**config.mk**
```make
export PLATFORM = sky130hd
export DESIGN_NAME = arya_pipe_ctrl
export DESIGN_NICKNAME = d
export VERILOG_FILES = /design/src/rtl/arya_pipe_ctrl_pkg.sv /design/src/rtl/arya_sat_counter.sv /design/src/rtl/arya_pipe_ctrl.sv
export SDC_FILE = /design/constraint.sdc
export NUM_CORES = 1
export LEC_CHECK = 0
export ABC_AREA = 1
export CAP_MARGIN = 20
export CORE_MARGIN = 3
export CORE_UTILIZATION = 31
export DETAILED_ROUTE_END_ITERATION = 16
export PLACE_DENSITY = 0.5
export SLEW_MARGIN = 20
export SYNTH_ARGS = -nofsm -noshare
export SYNTH_HDL_FRONTEND = slang
export SYNTH_HIERARCHICAL = 1
export SYNTH_SLANG_ARGS = --single-unit
```
**constraint.sdc**
```tcl
create_clock -name clk -period 2.7 [get_ports clk]
set_clock_uncertainty 0.1 [all_clocks]
set_input_delay 0.54 -clock clk [delete_from_list [all_inputs] [get_ports clk]]
set_output_delay 0.54 -clock clk [all_outputs]
set_load 0.02 [all_outputs]
```
**src/rtl/arya_pipe_ctrl_pkg.sv**
```systemverilog
// Shared encodings for the arya hazard/forwarding controller.
package arya_pipe_ctrl_pkg;

    localparam logic [1:0] FWD_PIPE = 2'b00;
    localparam logic [1:0] FWD_MEM  = 2'b01;
    localparam logic [1:0] FWD_WB   = 2'b10;

    // Flag bits carried by every shadow entry: valid, wr_en, is_load.
    localparam int unsigned SHADOW_FLAG_BITS = 3;

    function automatic int unsigned shadow_entry_width(input int unsigned addr_w);
        return addr_w + SHADOW_FLAG_BITS;
    endfunction

endpackage

```
**src/rtl/arya_sat_counter.sv**
```systemverilog
// Saturating up-counter with synchronous active-low reset and advance enable.
module arya_sat_counter #(
    parameter int unsigned WIDTH = 16
) (
    input  logic             clk,
    input  logic             reset,
    input  logic             en,
    input  logic             inc,
    output logic [WIDTH-1:0] count
);

    logic [WIDTH-1:0] count_q, count_d;

    always_comb begin
        count_d = count_q;
        if (en && inc && (count_q != {WIDTH{1'b1}})) begin
            count_d = count_q + 1'b1;
        end
    end

    always_ff @(posedge clk) begin
        if (!reset) begin
            count_q <= '0;
        end else begin
            count_q <= count_d;
        end
    end

    assign count = count_q;

endmodule

```
**src/rtl/arya_pipe_ctrl.sv**
```systemverilog
// Hazard, forwarding and redirect controller for the five-stage arya core.
// Tracks EX/MEM/WB destinations in a shadow scoreboard alongside the real pipe.
module arya_pipe_ctrl
    import arya_pipe_ctrl_pkg::*;
#(
    parameter int unsigned REGFILE_ADDR_WIDTH = 5,
    parameter int unsigned INST_ADDR_WIDTH    = 9,
    parameter bit          FWD_EN             = 1'b1,
    parameter bit          ZERO_REG_HARDWIRED = 1'b1,
    parameter int unsigned COUNT_WIDTH        = 16
) (
    input  logic                          clk,
    input  logic                          reset,
    input  logic                          en,
    input  logic                          id_valid,
    input  logic [REGFILE_ADDR_WIDTH-1:0] id_R1_addr,
    input  logic [REGFILE_ADDR_WIDTH-1:0] id_R2_addr,
    input  logic                          id_R1_used,
    input  logic                          id_R2_used,
    input  logic [REGFILE_ADDR_WIDTH-1:0] id_WR_addr,
    input  logic                          id_WR_en,
    input  logic                          id_is_load,
    input  logic                          br_taken,
    input  logic [INST_ADDR_WIDTH-1:0]    br_target,
    output logic                          stall,
    output logic                          bubble,
    output logic                          flush_fd,
    output logic                          flush_de,
    output logic                          pc_wen,
    output logic [INST_ADDR_WIDTH-1:0]    pc_target,
    output logic [1:0]                    fwd_a_sel,
    output logic [1:0]                    fwd_b_sel,
    output logic [COUNT_WIDTH-1:0]        stall_cnt,
    output logic [COUNT_WIDTH-1:0]        flush_cnt
);

    localparam int unsigned AW     = REGFILE_ADDR_WIDTH;
    localparam int unsigned EntryW = shadow_entry_width(AW);

    typedef struct packed {
        logic          valid;
        logic          wr_en;
        logic          is_load;
        logic [AW-1:0] wr_addr;
    } shadow_t;

    typedef logic [EntryW-1:0] entry_t;

    entry_t        ex_q, mem_q, wb_q, ex_d, mem_d, wb_d;
    shadow_t       ex_s, mem_s, wb_s;
    logic [AW-1:0] ex_r1_addr_q, ex_r2_addr_q, ex_r1_addr_d, ex_r2_addr_d;
    logic          ex_r1_used_q, ex_r2_used_q, ex_r1_used_d, ex_r2_used_d;
    logic          hazard, redirect, kill_ex;
    logic          unused_wb_load;

    assign ex_s  = shadow_t'(ex_q);
    assign mem_s = shadow_t'(mem_q);
    assign wb_s  = shadow_t'(wb_q);
    assign unused_wb_load = wb_s.is_load;

    function automatic logic src_match(input logic used, input logic [AW-1:0] addr,
                                       input shadow_t e);
        logic zero_blocked;
        zero_blocked = ZERO_REG_HARDWIRED && (addr == '0);
        return used && e.valid && e.wr_en && (addr == e.wr_addr) && !zero_blocked;
    endfunction

    function automatic logic [1:0] fwd_sel(input logic used, input logic [AW-1:0] addr);
        if (src_match(used, addr, mem_s) && !mem_s.is_load) begin
            return FWD_MEM;
        end else if (src_match(used, addr, wb_s)) begin
            return FWD_WB;
        end
        return FWD_PIPE;
    endfunction

    always_comb begin
        logic r1_ex, r2_ex, r1_any, r2_any;
        r1_ex  = src_match(id_R1_used, id_R1_addr, ex_s);
        r2_ex  = src_match(id_R2_used, id_R2_addr, ex_s);
        r1_any = r1_ex || src_match(id_R1_used, id_R1_addr, mem_s)
                       || src_match(id_R1_used, id_R1_addr, wb_s);
        r2_any = r2_ex || src_match(id_R2_used, id_R2_addr, mem_s)
                       || src_match(id_R2_used, id_R2_addr, wb_s);
        if (FWD_EN) begin
            hazard = (r1_ex || r2_ex) && ex_s.is_load;
        end else begin
            hazard = r1_any || r2_any;
        end
    end

    // Redirect outranks stall: the decode instruction is wrong-path anyway.
    assign redirect  = br_taken && en;
    assign stall     = hazard && id_valid && en && !br_taken;
    assign bubble    = stall;
    assign flush_fd  = redirect;
    assign flush_de  = redirect;
    assign pc_wen    = redirect;
    assign pc_target = redirect ? br_target : '0;
    assign kill_ex   = stall || redirect;

    assign fwd_a_sel = FWD_EN ? fwd_sel(ex_r1_used_q, ex_r1_addr_q) : FWD_PIPE;
    assign fwd_b_sel = FWD_EN ? fwd_sel(ex_r2_used_q, ex_r2_addr_q) : FWD_PIPE;

    always_comb begin
        wb_d         = wb_q;
        mem_d        = mem_q;
        ex_d         = ex_q;
        ex_r1_addr_d = ex_r1_addr_q;
        ex_r2_addr_d = ex_r2_addr_q;
        ex_r1_used_d = ex_r1_used_q;
        ex_r2_used_d = ex_r2_used_q;
        if (en) begin
            wb_d         = mem_q;
            mem_d        = redirect ? '0 : ex_q;
            ex_d         = kill_ex ? '0 : {id_valid, id_WR_en, id_is_load, id_WR_addr};
            ex_r1_addr_d = id_R1_addr;
            ex_r2_addr_d = id_R2_addr;
            // Source flags only count for a live instruction, so bubbles never forward.
            ex_r1_used_d = id_R1_used && id_valid && !kill_ex;
            ex_r2_used_d = id_R2_used && id_valid && !kill_ex;
        end
    end

    always_ff @(posedge clk) begin
        if (!reset) begin
            wb_q         <= '0;
            mem_q        <= '0;
            ex_q         <= '0;
            ex_r1_addr_q <= '0;
            ex_r2_addr_q <= '0;
            ex_r1_used_q <= 1'b0;
            ex_r2_used_q <= 1'b0;
        end else begin
            wb_q         <= wb_d;
            mem_q        <= mem_d;
            ex_q         <= ex_d;
            ex_r1_addr_q <= ex_r1_addr_d;
            ex_r2_addr_q <= ex_r2_addr_d;
            ex_r1_used_q <= ex_r1_used_d;
            ex_r2_used_q <= ex_r2_used_d;
        end
    end

    arya_sat_counter #(
        .WIDTH(COUNT_WIDTH)
    ) u_stall_cnt (
        .clk  (clk),
        .reset(reset),
        .en   (en),
        .inc  (stall),
        .count(stall_cnt)
    );

    arya_sat_counter #(
        .WIDTH(COUNT_WIDTH)
    ) u_flush_cnt (
        .clk  (clk),
        .reset(reset),
        .en   (en),
        .inc  (pc_wen),
        .count(flush_cnt)
    );

endmodule

```
==> results of run 1 <==
[through the flow]
step / area (um2) / total power, mW / utilization / worst slack (ps)
2_1_floorplan: 3840 / 1.22 / - / 178
3_3_place_gp: 4930 / 1.34 / 0.409 / -346
3_5_place_dp: 4930 / 1.35 / 0.409 / -406
4_1_cts: 5220 / 2.50 / 0.432 / 8.10
5_1_grt: 5230 / 2.59 / 0.433 / 4.37
6_report: 5230 / 2.47 / 0.433 / 198
[state kept, by name, indices dropped and copies added (netlist names)]
signal,cells
mem_q,8
wb_q,7
ex_r2_addr_q,5
u_flush_cnt/count,16
ex_q,8
ex_r1_used_q,1
ex_r1_addr_q,5
u_stall_cnt/count,16
ex_r2_used_q,1
[logic make-up (layout without fill, tap and decap cells)]
| logic type | after synthesis | count (layout) | synth area share |
|---|---|---|---|
| AO/OA/AOI/OAI | 89 | 89 | 0.129 |
| XOR/XNOR | 8 | 8 | 0.0182 |
| adder cells (fa/ha/maj) | 2 | 2 | 0.00651 |
| buffers and inverters | 84 | 188 | 0.105 |
| flip-flops | 67 | 67 | 0.349 |
| AND/OR/NAND/NOR | 338 | 338 | 0.393 |
[tightest hold or removal path, stage by stage, from the launching register on]
cell and delay [ps]:
dfxtp_1 310, nand2_1 60, a21oi_1 50
[area by class of cell]
class                           count  area (um2)
Clock buffer                       15         288
Clock inverter                      1        5.00
Fill cell                        1274        6840
Inverter                           61         229
Multi-Input combinational cell    437        2130
Sequential cell                    67        1340
Tap cell                          168         210
Timing Repair Buffer              111        1030
[power by group]
part / internal [mW] / switching [mW] / leakage [nW] / total [mW]
registers: 1.02 / 0.0328 / 0.546 / 1.05
logic: 0.127 / 0.142 / 1.45 / 0.268
clock network: 0.721 / 0.425 / 0.146 / 1.15
[per-layer routing]
layer,up-vias,global-route usage,share of wire
met3,14,0.0429,0.044
met2,78,0.280,0.49
li1,2101,-,-
met5,-,0,0
met1,1809,0.198,0.45
met4,0,0.0491,0.016
[worst min-delay path by stage]
stage / start / endpoint / slack, ps / cells after the start
floorplan: mem_q[5] / mem_q[5] / 340 / 2
global placement: mem_q[5] / mem_q[5] / 360 / 2
detailed placement: mem_q[5] / mem_q[5] / 360 / 2
CTS: mem_q[5] / mem_q[5] / 370 / 2
global route: mem_q[5] / mem_q[5] / 410 / 2
finish: mem_q[5] / mem_q[5] / 370 / 2
[synthesized netlist by cell type (4+ instances only)]
cell / count
nor2_2: 10
o21ai_0: 19
clkbuf_1: 5
nand2_2: 5
dfxtp_1: 67
nor3_1: 7
nand3_1: 29
nand4_1: 19
nor2_4: 4
buf_6: 7
a211oi_1: 8
inv_1: 57
xor2_1: 5
a21oi_1: 54
buf_4: 7
nor2_1: 100
or2_2: 4
nand2_1: 149
[repair_timing]
action                     in CTS  in global routing
hold buffers                    0                  0
resized for setup              24                 10
pin swaps                       0                  0
setup buffers                   0                  0
setup endpoints to repair      18                  8
==> impl_metrics.env, run 1 <==
export IMPL_grt_pass1_wl_um=18500
export IMPL_antenna_left=0
export IMPL_reg2reg_slack_ps=530
export IMPL_crit_fanout=3
export IMPL_grt_usage=0.162
export IMPL_max_stage_delay_ps=490
export IMPL_die_area_mm2=0.0138
export IMPL_synth_area_leader_cell="dfxtp_1"
export IMPL_start_util=0.319
export IMPL_rsz0062_at_grt="no"
export IMPL_cp_depth=10
export IMPL_io_buffers=82
export IMPL_core_mm2=0.0121
export IMPL_gr_total_overflow=0
export IMPL_crit_family="buffers and inverters"
export IMPL_drive_gt1_frac=0.123
export IMPL_syn_area_mm2=0.00384
export IMPL_cts_htree_levels=3
export IMPL_final_setup_viol_count=0
export IMPL_gp_congestion=0.901
export IMPL_outcome="finished clean"
export IMPL_ys_ff_latch=67
export IMPL_cts_tree="built"
export IMPL_drc_errors=0
export IMPL_wire_per_inst_um=12.7
export IMPL_cp_required_ps=2060
export IMPL_peakVddDrop_uv=278
export IMPL_grt_pass1_vias=3811
export IMPL_clock_fmax_mhz=400
export IMPL_final_cell_mix="nand2_1 (147), nor2_1 (96), dfxtp_1 (67)"
export IMPL_cp_end_kind="primary output"
export IMPL_path_buf_inv=3
export IMPL_arrival_ps=1860
export IMPL_clk_pin_slew_ps=50
export IMPL_cts_root_buffer="clkbuf_16"
export IMPL_die_w_um=117
export IMPL_setup_tns_ps=0
export IMPL_layout_commonest_cell="nand2_1"
export IMPL_yosysWarnings=6
export IMPL_syn_to_final_growth_pct=36.0
export IMPL_worst_pin_slew_ps=543
export IMPL_dr_pass1_iters=5
export IMPL_placed_cells=844
export IMPL_ys_flop_type="dfxtp_1"
export IMPL_ys_seq_area_frac=0.349
export IMPL_cts_sinks=67
export IMPL_post_drt_via_cell_ratio=4.65
export IMPL_path_cells="clkdlybuf4s50_1 > inv_1 > nand2_1 > nand2_1 > nor2_1 > nand4_1 > nand2_2 > nand2_2 > nor2_4 > buf_4"
export IMPL_final_cells=860
export IMPL_hold_viol=0
export IMPL_period_minus_slack_ps=2500
export IMPL_r2r_start="ex_q[4]"
export IMPL_async_flop_share=0
export IMPL_worstHoldPathType="register to register"
export IMPL_via_count=4002
export IMPL_synth_avg_cell_area_um2=6.53
export IMPL_powerDensity_mw_per_mm2=472
export IMPL_clockBufferDepth=2
export IMPL_crit_path_start="id_R1_addr[2]"
export IMPL_clkLatencyLatePin_ps=340
export IMPL_nNetsFinal=722
export IMPL_endpoint="bubble"
export IMPL_ios=83
export IMPL_crit_type="input port to primary output"
export IMPL_netlist_instances=588
export IMPL_reg2reg_depth=16
export IMPL_diodes=0
export IMPL_syn_nets=623
export IMPL_slew_headroom=0.636
export IMPL_hold_slack_ps=370
export IMPL_slowest_stage="clkdlybuf4s50_1"
export IMPL_synth_top_area_frac=0.349
export IMPL_initialDrtViolationCount=228
export IMPL_leakage_nw=2.14
export IMPL_fp_dieH_um=117
export IMPL_wl_um=10900
export IMPL_cts_made_buffers=9
export IMPL_dpl_hpwl_um=7950
export IMPL_drv_cap=0
export IMPL_grt_max_degree=50
export IMPL_row_count=40
export IMPL_reg2reg_to="u_stall_cnt/count[13]"
export IMPL_synthTopCellsByArea="dfxtp_1 (35%), nand2_1 (15%), nor2_1 (9.8%)"
export IMPL_final_period_utilization=0.927
export IMPL_slew_viol_final=0
export IMPL_antenna_found_initial=0
export IMPL_synth_cell_type_count=36
export IMPL_synth_edf_count=0
export IMPL_worst_setup_path_start_kind="input port"
Note: power is estimated with default switching activity, not from simulation.
==> run 2, diff against run 1 <==
Settings changed: CORE_MARGIN 3 to default.
==> impl_metrics.env, run 2 (synthesized netlist as in run 1, its figures left out) <==
export IMPL_reg2reg_to="u_stall_cnt/count[13]"
export IMPL_syn_to_final_growth_pct=38.1
export IMPL_leakage_nw=2.18
export IMPL_grt_pass1_vias=3841
export IMPL_path_buf_inv=4
export IMPL_clockBufferDepth=2
export IMPL_die_w_um=113
export IMPL_finalInstanceArea_mm2=0.00531
export IMPL_clkLatencyLatePin_ps=340
export IMPL_grt_max_degree=50
export IMPL_cp_required_ps=2060
export IMPL_arrival_ps=1900
export IMPL_worst_setup_path_start_kind="input port"
export IMPL_dpl_cell_area_mm2=0.00494
export IMPL_via_count=4014
export IMPL_grt_pass1_wl_um=18500
export IMPL_peakVddDrop_uv=356
export IMPL_nNetsFinal=725
export IMPL_drive_gt1_frac=0.128
export IMPL_worst_pin_slew_ps=545
export IMPL_cts_htree_levels=3
export IMPL_dr_pass1_iters=4
export IMPL_reg2reg_depth=16
export IMPL_cts_root_buffer="clkbuf_16"
export IMPL_cp_end_kind="primary output"
export IMPL_setup_tns_ps=0
export IMPL_powerDensity_mw_per_mm2=517
export IMPL_clock_power_share=0.518
export IMPL_diodes=0
export IMPL_max_stage_delay_ps=540
export IMPL_crit_type="input port to primary output"
export IMPL_antenna_found_initial=0
export IMPL_final_period_utilization=0.940
export IMPL_hold_path_depth=2
export IMPL_min_to="ex_q[6]"
export IMPL_cp_common_cell="buf_4"
export IMPL_drc_errors=0
export IMPL_slowest_stage="clkdlybuf4s50_1"
export IMPL_fp_dieH_um=113
export IMPL_cts_sinks=67
export IMPL_gp_congestion=0.813
export IMPL_grt_usage=0.183
export IMPL_start_util=0.319
export IMPL_initialDrtViolationCount=210
export IMPL_die_area_mm2=0.0128
export IMPL_io_buffers=82
export IMPL_row_count=40
export IMPL_outcome="finished clean"
export IMPL_gr_total_overflow=0
export IMPL_slew_viol_final=0
export IMPL_cts_made_buffers=9
export IMPL_pwr_share_comb=0.099
export IMPL_switchingPower_mw=0.637
export IMPL_antenna_left=0
export IMPL_period_minus_slack_ps=2540
export IMPL_dpl_hpwl_um=7980
export IMPL_wire_per_inst_um=12.8
export IMPL_post_drt_via_cell_ratio=4.65
export IMPL_hold_viol=0
export IMPL_hp_start="ex_q[6]"
export IMPL_final_cell_mix="nand2_1 (148), nor2_1 (96), dfxtp_1 (67)"
export IMPL_worstHoldPathType="register to register"
export IMPL_post_cts_buffers=0
export IMPL_wl_um=11100
export IMPL_ios=83
export IMPL_slew_headroom=0.635
export IMPL_p_int_mw=2.10
export IMPL_final_setup_viol_count=0
export IMPL_core_mm2=0.0121
export IMPL_cts_tree="built"
export IMPL_rsz0062_at_grt="no"
export IMPL_p_seq_frac=0.384
export IMPL_reg2reg_slack_ps=510
export IMPL_r2r_start="ex_q[2]"
export IMPL_drv_cap=0
export IMPL_path_cells="clkdlybuf4s50_1 > buf_4 > nand2_1 > buf_4 > nor2_1 > dlygate4sd2_1"
export IMPL_crit_family="buffers and inverters"
export IMPL_clk_pin_slew_ps=60
export IMPL_layout_commonest_cell="nand2_1"
export IMPL_crit_fanout=9
export IMPL_clock_fmax_mhz=394
export IMPL_sw_frac_of_total=0.232
## run 2: cell count changes in the layout (fill, tap and decap cells not counted), moves of 2 or more
cell       delta
bufinv_16     +3
clkbuf_8      -2
clkbuf_1      -2
buf_4         +4
## run 2: final cells by class
cell class | instances | area (um2)
sequential | 67 | 1340
timing repair buffer | 114 | 1040
tap | 168 | 210
inverter | 61 | 229
clock buffer | 11 | 253
fill | 1292 | 6760
clock inverter | 5 | 108
multi-input combinational | 437 | 2130
## run 2: what timing repair did
item | 4_1_cts | 5_1_grt
setup endpoints to repair | 18 | 7
hold endpoints to repair | 0 | 0
hold buffers | 0 | 0
resized for setup | 24 | 10
## run 2: metrics by stage
stage                     total power, mW  utilization  setup slack (ps)  hold slack, ps  instances
after global routing                 2.85        0.440              23.5             410        863
after floorplan                      1.22            -               178             345        588
final                                2.74        0.440               161             392        863
after global placement               1.35        0.410              -371             359        847
after detailed placement             1.35        0.410              -384             371        847
after CTS                            2.78        0.439              27.6             395        863
## run 2: power groups by stage
stage / Combinational [mW] / Clock [mW] / Sequential, mW
2_1_floorplan: 0.154 / 0 / 1.06
6_report: 0.270 / 1.42 / 1.05
5_1_grt: 0.302 / 1.49 / 1.05
3_3_place_gp: 0.273 / 0 / 1.07
4_1_cts: 0.273 / 1.45 / 1.05
3_5_place_dp: 0.275 / 0 / 1.07
## run 2: how the worst max path moves through the flow
stage                  start  slack [ps]  cells past startpoint               endpoint
4_1_cts        id_R1_addr[2]          30                     10                  stall
5_1_grt        id_R1_addr[0]          20                     10                  stall
2_1_floorplan             en         180                     14  u_stall_cnt/count[10]
3_3_place_gp   id_R1_addr[0]        -370                     10                  stall
3_5_place_dp   id_R1_addr[2]        -380                     10                  stall
6_report                  en         160                      6           pc_target[2]
## run 2: worst min-delay path, delay by kind of cell, from the launching register on
family | cells | cell delay [ps]
DFF | 1 | 330
and+or+nand+nor | 1 | 70
AOI/OAI and AO/OA | 1 | 50
## run 2: per-layer routing
metal | GRT usage | vias up | routed length [um]
met2 | 0.311 | 84 | 5290
li1 | - | 2109 | -
met3 | 0.0332 | 13 | 367
met4 | 0.0772 | 0 | 190
met1 | 0.226 | 1808 | 5220
met5 | 0 | - | 0
